**config.mk**
```make
export PLATFORM = sky130hd
export DESIGN_NAME = coffee_machine
export DESIGN_NICKNAME = d
export VERILOG_FILES = /design/src/rtl/coffee_machine_pkg.sv /design/src/rtl/coffee_machine_rise_edge_det.sv /design/src/rtl/coffee_machine.sv
export SDC_FILE = /design/constraint.sdc
export NUM_CORES = 1
export LEC_CHECK = 0
export ABC_CLOCK_PERIOD_IN_PS = 4250
export BUFFER_PORTS_ARGS = -buffer_cell sky130_fd_sc_hd__clkbuf_2
export CORE_ASPECT_RATIO = 1.5
export CORE_UTILIZATION = 52
export CTS_CLUSTER_DIAMETER = 40
export DETAILED_ROUTE_END_ITERATION = 8
export GPL_TIMING_DRIVEN = 0
export PLACE_DENSITY_LB_ADDON = 0.05
export SYNTH_ARGS = -nofsm -noshare
export SYNTH_HDL_FRONTEND = slang
export SYNTH_SLANG_ARGS = --single-unit
```
**constraint.sdc**
```tcl
create_clock -name clk -period 4.25 [get_ports clk]
set_input_delay 0.2125 -clock clk [delete_from_list [all_inputs] [get_ports clk]]
set_output_delay 0.2125 -clock clk [all_outputs]
set_load 0.005 [all_outputs]
```
**src/rtl/coffee_machine_pkg.sv**
```systemverilog
// -----------------------------------------------------------------------------
// coffee_machine_pkg
//  Shared definitions for the coin-operated coffee vending controller:
//  FSM state encoding and the default pricing / timing constants used as
//  parameter defaults by the top level.
// -----------------------------------------------------------------------------
package coffee_machine_pkg;

  // Controller states; the encoding is fixed (IDLE=0 .. COIN_OUT=4).
  typedef enum logic [2:0] {
    IDLE     = 3'd0,
    COIN_IN  = 3'd1,
    READY    = 3'd2,
    COFFEE   = 3'd3,
    COIN_OUT = 3'd4
  } state_e;

  // Default constants.
  localparam int unsigned COIN_UNIT_DEF      = 100;
  localparam int unsigned PRICE_DEF          = 300;
  localparam int unsigned MAX_VAL_DEF        = 9900;
  localparam int unsigned RETURN_CYCLES_DEF  = 4;
  localparam int unsigned TIMEOUT_CYCLES_DEF = 1000;

endpackage

```
**src/rtl/coffee_machine_rise_edge_det.sv**
```systemverilog
// -----------------------------------------------------------------------------
// rise_edge_det
//  Rising-edge detector for one level input. The pulse is combinational
//  against a one-cycle delayed copy, so the consumer sees the edge at the
//  same clock edge that first samples the input high.
// Ports:
//  clk      in   system clock
//  rst_n    in   asynchronous active-low reset (history register cleared)
//  in_i     in   level input
//  pulse_o  out  in_i & ~in_q, high for one cycle per rising edge
// -----------------------------------------------------------------------------
module rise_edge_det (
  input  logic clk,
  input  logic rst_n,
  input  logic in_i,
  output logic pulse_o
);

  logic in_q;

  // NOTE: sequential state is updated with non-blocking assignments so every
  // register samples pre-edge values, independent of process order.
  always_ff @(posedge clk or negedge rst_n) begin
    if (!rst_n) begin
      in_q <= 1'b0;
    end else begin
      in_q <= in_i;
    end
  end

  assign pulse_o = in_i & ~in_q;

endmodule

```
**src/rtl/coffee_machine.sv**
```systemverilog
// -----------------------------------------------------------------------------
// coffee_machine
//  Coin-operated coffee vending controller. Accumulates coins into a
//  saturating balance, starts a brew when the balance covers the price and
//  refunds the balance on request. All outputs are registered.
//
//  Optional feature: define COFFEE_TIMEOUT_EN to let COFFEE also exit after
//  TIMEOUT_CYCLES cycles without a coffee_out edge. Without the macro the
//  brew waits indefinitely and no timeout counter is built.
//
// Ports:
//  clk              in   system clock (100 MHz)
//  reset            in   asynchronous active-low reset
//  coin             in   coin sensor level, one rising edge = one coin
//  return_coin_btn  in   refund request level
//  coffee_btn       in   brew request level
//  coffee_out       in   brew-complete sensor level
//  coin_val         out  current balance, unsigned binary
//  seg_en           out  FND display enable
//  coffee_make      out  brewing active
//  coin_return      out  refund actuator pulse (RETURN_CYCLES long)
// -----------------------------------------------------------------------------
module coffee_machine
  import coffee_machine_pkg::*;
#(
  parameter int unsigned COIN_UNIT      = COIN_UNIT_DEF,
  parameter int unsigned PRICE          = PRICE_DEF,
  parameter int unsigned MAX_VAL        = MAX_VAL_DEF,
  parameter int unsigned RETURN_CYCLES  = RETURN_CYCLES_DEF
`ifdef COFFEE_TIMEOUT_EN
  , parameter int unsigned TIMEOUT_CYCLES = TIMEOUT_CYCLES_DEF
`endif
) (
  input  logic        clk,
  input  logic        reset,
  input  logic        coin,
  input  logic        return_coin_btn,
  input  logic        coffee_btn,
  input  logic        coffee_out,
  output logic [15:0] coin_val,
  output logic        seg_en,
  output logic        coffee_make,
  output logic        coin_return
);

  localparam int unsigned RET_W = (RETURN_CYCLES > 1) ? $clog2(RETURN_CYCLES) : 1;
  localparam logic [RET_W-1:0] RET_LAST = RET_W'(RETURN_CYCLES - 1);

  // ---------------------------------------------------------------------------
  // Input edge detection
  // ---------------------------------------------------------------------------
  logic coin_rise;
  logic ret_rise;
  logic coffee_rise;
  logic done_rise;

  rise_edge_det u_coin_edge   (.clk(clk), .rst_n(reset), .in_i(coin),            .pulse_o(coin_rise));
  rise_edge_det u_ret_edge    (.clk(clk), .rst_n(reset), .in_i(return_coin_btn), .pulse_o(ret_rise));
  rise_edge_det u_coffee_edge (.clk(clk), .rst_n(reset), .in_i(coffee_btn),      .pulse_o(coffee_rise));
  rise_edge_det u_done_edge   (.clk(clk), .rst_n(reset), .in_i(coffee_out),      .pulse_o(done_rise));

  // ---------------------------------------------------------------------------
  // State and datapath registers
  // ---------------------------------------------------------------------------
  state_e           state_q, state_d;
  logic [15:0]      coin_val_q, coin_val_d;
  logic [RET_W-1:0] ret_cnt_q, ret_cnt_d;
  logic             seg_en_q, seg_en_d;
  logic             coffee_make_q, coffee_make_d;
  logic             coin_return_q, coin_return_d;

  // Coin acceptance: a coin that would push the balance above MAX_VAL is
  // dropped, so the ceiling is reached exactly and never exceeded.
  logic [16:0] coin_sum;
  logic        coin_fits;
  logic        covers_price;

  assign coin_sum     = {1'b0, coin_val_q} + 17'(COIN_UNIT);
  assign coin_fits    = (coin_sum <= 17'(MAX_VAL));
  assign covers_price = (coin_val_q >= 16'(PRICE));

  // Brew completion: sensor edge, optionally also the timeout.
  logic brew_done;

`ifdef COFFEE_TIMEOUT_EN
  localparam int unsigned TO_W = (TIMEOUT_CYCLES > 1) ? $clog2(TIMEOUT_CYCLES) : 1;
  localparam logic [TO_W-1:0] TO_LAST = TO_W'(TIMEOUT_CYCLES - 1);

  logic [TO_W-1:0] to_cnt_q;
  logic            timeout_hit;

  assign timeout_hit = (state_q == COFFEE) && (to_cnt_q == TO_LAST);
  assign brew_done   = done_rise | timeout_hit;

  // Counts cycles spent in COFFEE; cleared on exit and outside COFFEE.
  always_ff @(posedge clk or negedge reset) begin
    if (!reset) begin
      to_cnt_q <= '0;
    end else if ((state_q == COFFEE) && !brew_done) begin
      to_cnt_q <= to_cnt_q + 1'b1;
    end else begin
      to_cnt_q <= '0;
    end
  end
`else
  assign brew_done = done_rise;
`endif

  // Balance-based resting state used after a coin and after a brew.
  function automatic state_e settle(input logic [15:0] val);
    if (val >= 16'(PRICE)) begin
      return READY;
    end else if (val != '0) begin
      return COIN_IN;
    end else begin
      return IDLE;
    end
  endfunction

  // ---------------------------------------------------------------------------
  // Next-state and output logic
  // ---------------------------------------------------------------------------
  always_comb begin
    // NOTE: every signal written here gets a default first, so no path can
    // leave one unassigned and infer a latch.
    state_d    = state_q;
    coin_val_d = coin_val_q;
    ret_cnt_d  = '0;

    unique case (state_q)
      IDLE: begin
        if (coin_rise && coin_fits) begin
          coin_val_d = coin_sum[15:0];
          state_d    = settle(coin_val_d);
        end
      end

      COIN_IN, READY: begin
        // Refund wins over brew, brew wins over coin.
        if (ret_rise) begin
          state_d = COIN_OUT;
        end else if (coffee_rise && (state_q == READY) && covers_price) begin
          coin_val_d = coin_val_q - 16'(PRICE);
          state_d    = COFFEE;
        end else if (coin_rise && coin_fits) begin
          coin_val_d = coin_sum[15:0];
          state_d    = settle(coin_val_d);
        end
      end

      COFFEE: begin
        if (brew_done) begin
          state_d = settle(coin_val_q);
        end
      end

      COIN_OUT: begin
        if (ret_cnt_q == RET_LAST) begin
          coin_val_d = '0;
          state_d    = IDLE;
        end else begin
          ret_cnt_d = ret_cnt_q + 1'b1;
        end
      end

      default: begin
        state_d = IDLE;
      end
    endcase

    // Outputs are derived from the next state so they register together
    // with it and need no extra cycle of latency.
    seg_en_d      = (state_d != IDLE) || (coin_val_d != '0);
    coffee_make_d = (state_d == COFFEE);
    coin_return_d = (state_d == COIN_OUT);
  end

  always_ff @(posedge clk or negedge reset) begin
    if (!reset) begin
      state_q       <= IDLE;
      coin_val_q    <= '0;
      ret_cnt_q     <= '0;
      seg_en_q      <= 1'b0;
      coffee_make_q <= 1'b0;
      coin_return_q <= 1'b0;
    end else begin
      state_q       <= state_d;
      coin_val_q    <= coin_val_d;
      ret_cnt_q     <= ret_cnt_d;
      seg_en_q      <= seg_en_d;
      coffee_make_q <= coffee_make_d;
      coin_return_q <= coin_return_d;
    end
  end

  assign coin_val    = coin_val_q;
  assign seg_en      = seg_en_q;
  assign coffee_make = coffee_make_q;
  assign coin_return = coin_return_q;

endmodule

```
==> qor.csv, run 1 <==
stage;metric;value;unit
run_status;status;completed;
clock_network;cts_made_buffers;3;
yosys;synth_largest_area_cell;dfrtp_1;
sta;max_slew_margin;47.8;%
pwr;powerDensity;713;nW/um2
finish;syn_to_final_growth;10.3;%
yosys;yosysSeqAreaShare;26.3;%
floorplanning;die_w;60.4;um
sta;setup_viol;0;
floorplanning;die-area;5410;um2
routing;drtAntennaViolNets;0;
pwr;pwr-share-comb;70.9;%
floorplanning;io_pins;25;
sta;finalSetupTns;0;ns
yosys;avgSynthCellArea;7.62;um2
clock_network;cts_htree_levels;1;
worst_setup_path;crit_chain;clkbuf_1 > inv_1 > ha_1 > nor3b_1 > or2_2 > o221ai_1 > o211ai_1 > a21oi_2 > buf_4 > a31oi_1 > nand3b_1 > a2111oi_0 > nand4b_1;
placement;port_buffers;24;
yosys;synth-edff-count;0;
routing;drt-total-wl;9380;um
grt;grt_antenna_before_repair;0;
yosys;synth_cells;349;
pwr;swShare;55.2;%
worst_setup_path;slowest_stage;a2111oi_0;
routing;avgRoutedWirePerCell;21.1;um
grt;grt_util_all_layers;36.9;%
grt;grt-ovfl-total;0;
routing;drtIter0Drc;346;
clock_network;cts_resized;0;
yosys;ys_async_sr_fraction;100;%
yosys;synth_top_flop_cell;dfrtp_1;
clock_network;clk_latency;0.29;ns
finish;drive_above_1_share;13.2;%
yosys;ys_ff_latch;28;
min_path;hp-start;coin;
worst_setup_path;cp_top_family;compound AO/OA/AOI/OAI gates;
routing;drc;0;
yosys;synth_area;2660;um2
clock_network;clockBufferDepth;2;
yosys;yosys_warnings;0;
floorplanning;core-area;4890;um2
worst_setup_path;required;4.41;ns
sta;fin_crit;3.89;ns
yosys;synthTopCellsByArea;dfrtp_1 (26%), a21oi_1 (4.7%), o21ai_0 (4.3%);
worst_setup_path;r2r-start;coin_val[2];
pwr;internal_power;938;uW
routing;drt_pass1_iterations;5;
worst_setup_path;path_buf_inv;3;
routing;vias_per_cell;6.71;
clock_network;cts_tree;yes;
worst_setup_path;critical_path_class;flop to flop;
sta;timing.final.crit_share;91.5;%
grt;grt_pass1_vias;2744;
pwr;seqPwrFrac;20.5;%
pwr;p_leak;1.23;nW
sta;rsz0062_at_grt;no;
finish;nets;390;
grt;grt_pass1_wl;14500;um
floorplanning;initial_utilization;54.4;%
worst_setup_path;critPathMaxStageDelay;0.53;ns
floorplanning;rows;31;
worst_setup_path;end_kind;flop;
sta;finalMaxSlewViolations;0;
finish;stdcell_count;445;
clock_network;clock-root-buffer;clkbuf_8;
sta;tightest_slew;0.781;ns
min_path;hp-class;input port to flop;
clock_network;cts_sinks;28;
sta;skew;0.00939;ns
worst_setup_path;start_kind;flop;
sta;hold_viol_final;0;
placement;place_inst;439;
finish;fin_util;60.1;%
placement;gp_congestion;0.966;
finish;diodes;0;
floorplanning;die_y;89.6;um
pwr;power_switching;1.16;mW
worst_setup_path;cp.arrival;4.05;ns
placement;dpl.hpwl;7090;um
worst_setup_path;cp_max_fo;10;
grt;grt_max_degree;29;
worst_setup_path;critPathLaunch;coin_val[2];
flow_run;drv_cap;0;
yosys;synth_cell_types;68;
pwr;vdd_drop_max;0.328;mV
routing;dr_total_vias;2986;
yosys;synth_top_area_share;26.3;%
clock_network;clk_pin_slew;0.11;ns
sta;fmax;0.257;GHz
yosys;syn-num-nets;359;
pwr;clkPwrFrac;8.6;%
synth_stat cells, types with 5 or more instances:
cell type  instances
nor3_1             6
a21o_1             8
and3_1             5
dfrtp_1           28
o211ai_1           9
nand2_1           30
a211oi_1           5
and2_1             7
a21oi_1           25
inv_1             10
o21ai_0           23
nor4_1             5
a31oi_1            8
clkbuf_1          15
o21a_1             5
nand4_1            9
nor2_1            27
or3_1              6
buf_2              7
nand2b_1           8
nand3_1           16
area by class of cell:
type,instances,area [um2]
Buffer,26,110
Sequential cell,28,701
Fill cell,491,1950
Inverter,10,37.5
Tap cell,66,82.6
Multi-Input combinational cell,285,1810
Timing Repair Buffer,26,138
Clock buffer,4,55.1
layout by cell type, fill, tap and decap left out, drive strengths merged, types with 3 or more instances in the layout:
cell type and n:
o21ai 24, and3 5, nand3 16, nor4 5, nand2 31, xnor2 3
and2 7, o21a 6, buf 12, o211a 3, nand2b 8, inv 10
or4b 3, a31oi 8, ha 4, a21oi 26, or3 6, o221ai 3
o31ai 3, nor2b 3, or2 4, clkbuf 43, o211ai 9, a21boi 3
or4 3, nand4 9, a311o 3, a221oi 3, nand4b 4, nor3 6
nor2 27, dfrtp 28, a21o 8, a211oi 6
state kept, by name, summed over array words and instances, names as in the netlist:
name / count
u_ret_edge.in_q: 1
ret_cnt_q: 2
coin_return: 1
coin_val: 16
u_coffee_edge.in_q: 1
seg_en: 1
u_coin_edge.in_q: 1
coffee_make: 1
u_done_edge.in_q: 1
state_q: 3
worst reg2reg max path, stage by stage (launching register included):
cell and delay, ns:
dfrtp_1 0.47, clkbuf_1 0.36, inv_1 0.14, ha_1 0.37, nor3b_1 0.18, or2_2 0.29, o221ai_1 0.18, o211ai_1 0.21
a21oi_2 0.30, buf_4 0.24, a31oi_1 0.10, nand3b_1 0.23, a2111oi_0 0.53, nand4b_1 0.17
power by group through the flow:
stage                     combinational [mW]  sequential, mW  clock, mW
final                                   1.49           0.429      0.180
after global routing                    1.61           0.440      0.189
after CTS                               1.44           0.427      0.180
after detailed placement                1.43           0.433          0
after global placement                  1.42           0.429          0
after floorplan                        0.996           0.417          0
final timing paths:
path	endpoint	slack, ns	depth (start not counted)
worst max-delay path	seg_en	0.36	13
worst min-delay path	u_coin_edge.in_q	0.04	1
worst max register to register	seg_en	0.36	13
worst min register to register	ret_cnt_q[0]	0.45	1
max in group asynchronous	coin_val[13]	3.27	2
min in group asynchronous	coin_val[6]	0.50	2
through the flow:
stage                     hold WS, ns  instance area [um2]  setup WS [ns]  total power [mW]
final                          0.0397                 2940          0.360              2.09
after global routing           0.0290                 2940          0.128              2.24
after CTS                      0.0367                 2930          0.406              2.04
after detailed placement        0.311                 2860          0.443              1.86
after global placement          0.300                 2860          0.452              1.85
after floorplan               -0.0831                 2660           1.20              1.41
repair_timing:
action / in CTS / in global routing
setup endpoints to repair: 0 / 1
hold endpoints to repair: 19 / 0
setup buffers: 0 / 1
hold buffers: 1 / 0
metal layers:
layer / routed length (um) / global-route usage, %
met1: 3760 / 46.2
met2: 4570 / 61.4
met4: 473 / 19.9
met3: 578 / 3.58
met5: 0 / 0
cell families (layout without fill, tap and decap cells):
kind of cell	after synthesis	count (layout)	share of synthesized area, %
buffers and inverters	36	66	5.55
AOI/OAI and AO/OA	126	126	32.9
muxes	3	3	1.18
DFF	28	28	26.3
and+or+nand+nor	147	147	30.5
xor gates and xnor gates	5	5	1.65
adders and majority gates	4	4	1.88
Power figures use the tool's default switching activity.
==> run 2: changes to the inputs <==
--- a/config.mk
+++ b/config.mk
@@ -7,8 +7,8 @@
 export LEC_CHECK = 0
 export ABC_CLOCK_PERIOD_IN_PS = 4250
 export BUFFER_PORTS_ARGS = -buffer_cell sky130_fd_sc_hd__clkbuf_2
-export CORE_ASPECT_RATIO = 1.5
-export CORE_UTILIZATION = 52
+export CORE_ASPECT_RATIO = 0.8
+export CORE_UTILIZATION = 35
 export CTS_CLUSTER_DIAMETER = 40
 export DETAILED_ROUTE_END_ITERATION = 8
 export GPL_TIMING_DRIVEN = 0
==> constraint.sdc (replaced) <==
create_clock -name clk -period 4.25 [get_ports clk]
set_input_delay 0 -clock clk [delete_from_list [all_inputs] [get_ports clk]]
set_output_delay 0 -clock clk [all_outputs]
set_load 0.005 [all_outputs]
==> qor.csv, run 2 (synthesis gave the netlist of run 1 again) <==
stage;metric;value;unit
run_status;status;finished, violations left;
run_status;violations;design-rule violations;
routing;dr_total_vias;3037;
clock_network;cts_sinks;28;
sta;finalSetupTns;0;ns
grt;grt_pass1_vias;2663;
floorplanning;die-area;7960;um2
finish;syn_to_final_growth;12.9;%
pwr;p_leak;1.24;nW
worst_setup_path;critical_path_class;flop to flop;
sta;tightest_slew;0.859;ns
floorplanning;io_pins;25;
routing;drt-total-wl;9810;um
finish;fillers;781;
routing;drtAntennaViolNets;0;
placement;dpl.hpwl;7390;um
grt;grt_antenna_before_repair;0;
finish;diodes;0;
worst_setup_path;required;4.41;ns
sta;fin_crit;3.94;ns
worst_setup_path;end_kind;flop;
clock_network;clock-root-buffer;clkbuf_8;
floorplanning;die_y;80.0;um
finish;final_common_cell;nand2_1;
routing;drt_pass1_iterations;7;
floorplanning;core-area;7390;um2
finish;final_cell_mix;nand2_1 (30), dfrtp_1 (28), nor2_1 (27);
clock_network;clk_latency;0.29;ns
routing;drc;1;
finish;multi_input_area;1810;um2
sta;setup_ws;0.309;ns
pwr;p_total;2.09;mW
floorplanning;rows;28;
sta;skew;0.0115;ns
routing;drtIter0Drc;249;
worst_setup_path;ff2ff_path_depth;13;
finish;stdcell_count;486;
clock_network;clk_pin_slew;0.11;ns
floorplanning;initial_utilization;36.0;%
finish;seq_area;701;um2
sta;timing.final.crit_share;92.7;%
clock_network;cts_resized;0;
sta;max_slew_margin;42.7;%
placement;port_buffers;24;
sta;rsz0062_at_grt;no;
worst_setup_path;cp.arrival;4.10;ns
pwr;vdd_drop_max;0.265;mV
worst_setup_path;start_kind;flop;
routing;vias_per_cell;6.25;
grt;grt-ovfl-total;0;
sta;setup_viol;0;
clock_network;cts_htree_levels;1;
clock_network;cts_tree;yes;
grt;grt_util_all_layers;25.7;%
pwr;powerDensity;695;nW/um2
sta;fmax;0.254;GHz
clock_network;clockBufferDepth;2;
finish;nets;393;
clock_network;post_cts_buffers;0;
flow_run;drv_cap;0;
grt;grt_pass1_wl;15500;um
finish;fin_util;40.6;%
placement;gp_congestion;0.904;
clock_network;cts_made_buffers;3;
grt;grt_max_degree;29;
worst_setup_path;cp_max_fo;10;
floorplanning;die_w;99.5;um
sta;hold_viol_final;0;
finish;largest_reg_flops;16;
placement;place_inst;478;
finish;drive_above_1_share;12.6;%
sta;finalMaxSlewViolations;0;
placement;preCtsSetupSlack;0.362;ns
routing;avgRoutedWirePerCell;20.2;um
min_path;hp-class;input port to async pin;
==> run 2: cell count changes in the layout (fill, tap and decap cells not counted) <==
cell	before	now
dlygate4sd3_1	1	5
clkbuf_8	4	3
buf_4	2	1
==> run 2: worst max-delay path, stage by stage, from the launching register on <==
cell and delay (ns):
dfrtp_1 0.46, clkbuf_1 0.36, inv_1 0.15, ha_1 0.37
nor3b_1 0.17, or2_2 0.29, o221ai_1 0.17, o211ai_1 0.22
a21oi_2 0.32, buf_4 0.25, a31oi_1 0.10, nand3b_1 0.23
a2111oi_0 0.55, nand4b_1 0.17
==> run 2: layout make-up <==
type	instances	area share [%]
tap	105	4.38
inverter	10	1.25
multi-input combinational	285	60.3
timing repair buffer	29	5.67
sequential	28	23.3
buffer	26	3.67
clock buffer	3	1.38
==> run 2: path summary, 6_finish.rpt <==
path                            slack [ns]                 end          from
worst max-delay path                  0.31              seg_en   coin_val[2]
worst min-delay path                  0.28         coin_return         reset
worst max register to register        0.31              seg_en   coin_val[2]
worst min register to register        0.45        ret_cnt_q[0]  ret_cnt_q[0]
max in group asynchronous             3.49    u_coin_edge.in_q         reset
min in group clk                      0.37  u_coffee_edge.in_q    coffee_btn
==> run 2: what timing repair did <==
item | CTS | global route
endpoints found under the setup margin | 0 | 0
hold endpoints to repair | 32 | 0
hold buffers | 5 | 0
==> run 2: power by group <==
group | internal (mW) | switching (mW)
logic | 0.502 | 1.00
registers | 0.344 | 0.0830
clock network | 0.0642 | 0.0934
total | 0.910 | 1.18
==> run 2: through the flow <==
step           area, um2  hold slack (ns)
6_report            3000            0.285
5_1_grt             3000            0.365
4_1_cts             3000            0.326
3_5_place_dp        2910            0.103
3_3_place_gp        2910            0.107
2_1_floorplan       2660           -0.296
==> run 2: routing by layer <==
metal  share of wire (%)  vias up  global-route usage (%)
met5                   0        -                       0
met1                  48     1448                    39.3
met2                  40      170                    35.6
met3                 9.4       16                    5.43
li1                    -     1403                       -
met4                 2.0        0                    6.91
==> run 3: changes to the inputs <==
--- a/config.mk
+++ b/config.mk
@@ -8,11 +8,12 @@
 export ABC_CLOCK_PERIOD_IN_PS = 4250
 export BUFFER_PORTS_ARGS = -buffer_cell sky130_fd_sc_hd__clkbuf_2
 export CORE_ASPECT_RATIO = 0.8
-export CORE_UTILIZATION = 35
+export CORE_UTILIZATION = 40
 export CTS_CLUSTER_DIAMETER = 40
 export DETAILED_ROUTE_END_ITERATION = 8
 export GPL_TIMING_DRIVEN = 0
 export PLACE_DENSITY_LB_ADDON = 0.05
+export REMOVE_ABC_BUFFERS = 1
 export SYNTH_ARGS = -nofsm -noshare
 export SYNTH_HDL_FRONTEND = slang
 export SYNTH_SLANG_ARGS = --single-unit
==> qor.csv, run 3 (synthesis gave the netlist of run 1 again) <==
stage;metric;value;unit
run_status;status;completed;
worst_setup_path;end_kind;flop;
grt;grt_antenna_before_repair;0;
finish;final_cell_mix;nand2_1 (30), dfrtp_1 (28), nor2_1 (27);
clock_network;cts_sinks;28;
grt;grt_util_all_layers;26.7;%
finish;largest_reg_flops;16;
floorplanning;io_pins;25;
worst_setup_path;required;4.38;ns
pwr;powerDensity;693;nW/um2
clock_network;cts_tree;yes;
worst_setup_path;cp.arrival;4.22;ns
min_path;hp-class;input port to async pin;
sta;hold_viol_final;0;
routing;dr.max_layer_used;met4;
pwr;p_leak;1.19;nW
placement;place_inst;431;
routing;drt-total-wl;8980;um
pwr;vdd_drop_max;0.259;mV
floorplanning;core-area;6410;um2
finish;fillers;674;
grt;grt_pass1_wl;14200;um
clock_network;cts_made_buffers;3;
floorplanning;die-area;6980;um2
finish;final_common_cell;nand2_1;
finish;stdcell_area;2900;um2
floorplanning;die_w;93.2;um
finish;drive_above_1_share;12.1;%
placement;port_buffers;24;
pwr;p_total;2.01;mW
grt;grt-ovfl-total;0;
routing;drtIter0Drc;295;
routing;vias_per_cell;6.62;
finish;diodes;0;
finish;seq_area;701;um2
sta;finalSetupTns;0;ns
clock_network;cts_htree_levels;1;
clock_network;clock-root-buffer;clkbuf_8;
finish;multi_input_area;1830;um2
flow_run;drv_cap;0;
floorplanning;rows;26;
sta;tightest_slew;1.11;ns
sta;rsz0062_at_grt;no;
finish;syn_to_final_growth;8.84;%
finish;fin_util;45.2;%
routing;drc;0;
floorplanning;initial_utilization;41.5;%
sta;timing.final.crit_share;96.2;%
sta;max_slew_margin;25.8;%
worst_setup_path;r2r-start;coin_val[3];
routing;drt_pass1_iterations;6;
routing;dr_total_vias;2912;
grt;grt_pass1_vias;2548;
grt;grt_max_degree;29;
finish;stdcell_count;440;
worst_setup_path;critPathLaunch;coin_val[3];
routing;route.met2.wl;3710;um
placement;dpl.hpwl;6510;um
sta;skew;0.00668;ns
worst_setup_path;critical_path_class;flop to flop;
worst_setup_path;cp_max_fo;15;
placement;placed_area;2780;um2
finish;nets;367;
routing;drtAntennaViolNets;0;
routing;avgRoutedWirePerCell;20.4;um
clock_network;clk_latency;0.28;ns
sta;fin_crit;4.09;ns
floorplanning;die_y;74.9;um
routing;wl_met3;786;um
sta;finalMaxSlewViolations;0;
worst_setup_path;start_kind;flop;
placement;gp_congestion;0.907;
sta;setup_viol;0;
clock_network;clk_pin_slew;0.10;ns
routing;wl_met1;4350;um
sta;fmax;0.244;GHz
clock_network;clockBufferDepth;2;
-- run 3: layout make-up --
class,count,share of cell area (%)
Inverter,10,1.30
Clock buffer,4,1.90
Timing Repair Buffer,29,5.88
Sequential cell,28,24.2
Tap cell,84,3.63
Multi-Input combinational cell,285,63.1
-- run 3: critical path: stages, from the launching register on --
cell       delay (ns)
dfrtp_1          0.69
ha_2             0.49
a211oi_2         0.25
or4_1            0.50
and3_1           0.20
o21a_2           0.27
a21oi_4          0.40
a31oi_1          0.14
nand3b_1         0.28
a2111oi_0        0.53
nand4b_1         0.18
-- run 3: repair_timing --
action | 4_1_cts | 5_1_grt
buffers inserted | 0 | 0
cloned | 0 | 0
hold endpoints to repair | 32 | 0
resized for setup | 2 | 1
hold buffers | 5 | 0
endpoints found under the setup margin | 1 | 1
-- run 3: path summary, 6_finish.rpt --
path                       slack [ns]          endpoint  depth (start not counted)
max                              0.16            seg_en                         10
max in group asynchronous        3.53       coin_val[0]                          2
min reg2reg                      0.43      ret_cnt_q[0]                          1
min                              0.28      coin_val[14]                          2
min in group clk                 0.38  u_done_edge.in_q                          2
max reg2reg                      0.16            seg_en                         10
-- run 3: routing by layer --
metal / track usage [%] / vias up
met3: 4.44 / 12
met1: 41.1 / 1398
met4: 6.15 / 0
li1: - / 1352
met5: 0 / -
met2: 38.8 / 150
-- run 3: report_power, final --
part	leakage (nW)	internal [mW]	total (mW)	switching, mW
clock network	0.0288	0.0830	0.166	0.0831
logic	0.800	0.465	1.25	0.780
registers	0.357	0.341	0.595	0.254
-- run 3: per-stage QoR --
step	setup WS [ns]	hold slack, ns
2_1_floorplan	0.839	-0.296
3_3_place_gp	-0.384	0.0752
3_5_place_dp	-0.290	0.0778
4_1_cts	0.139	0.315
5_1_grt	0.000753	0.371
6_report	0.160	0.282
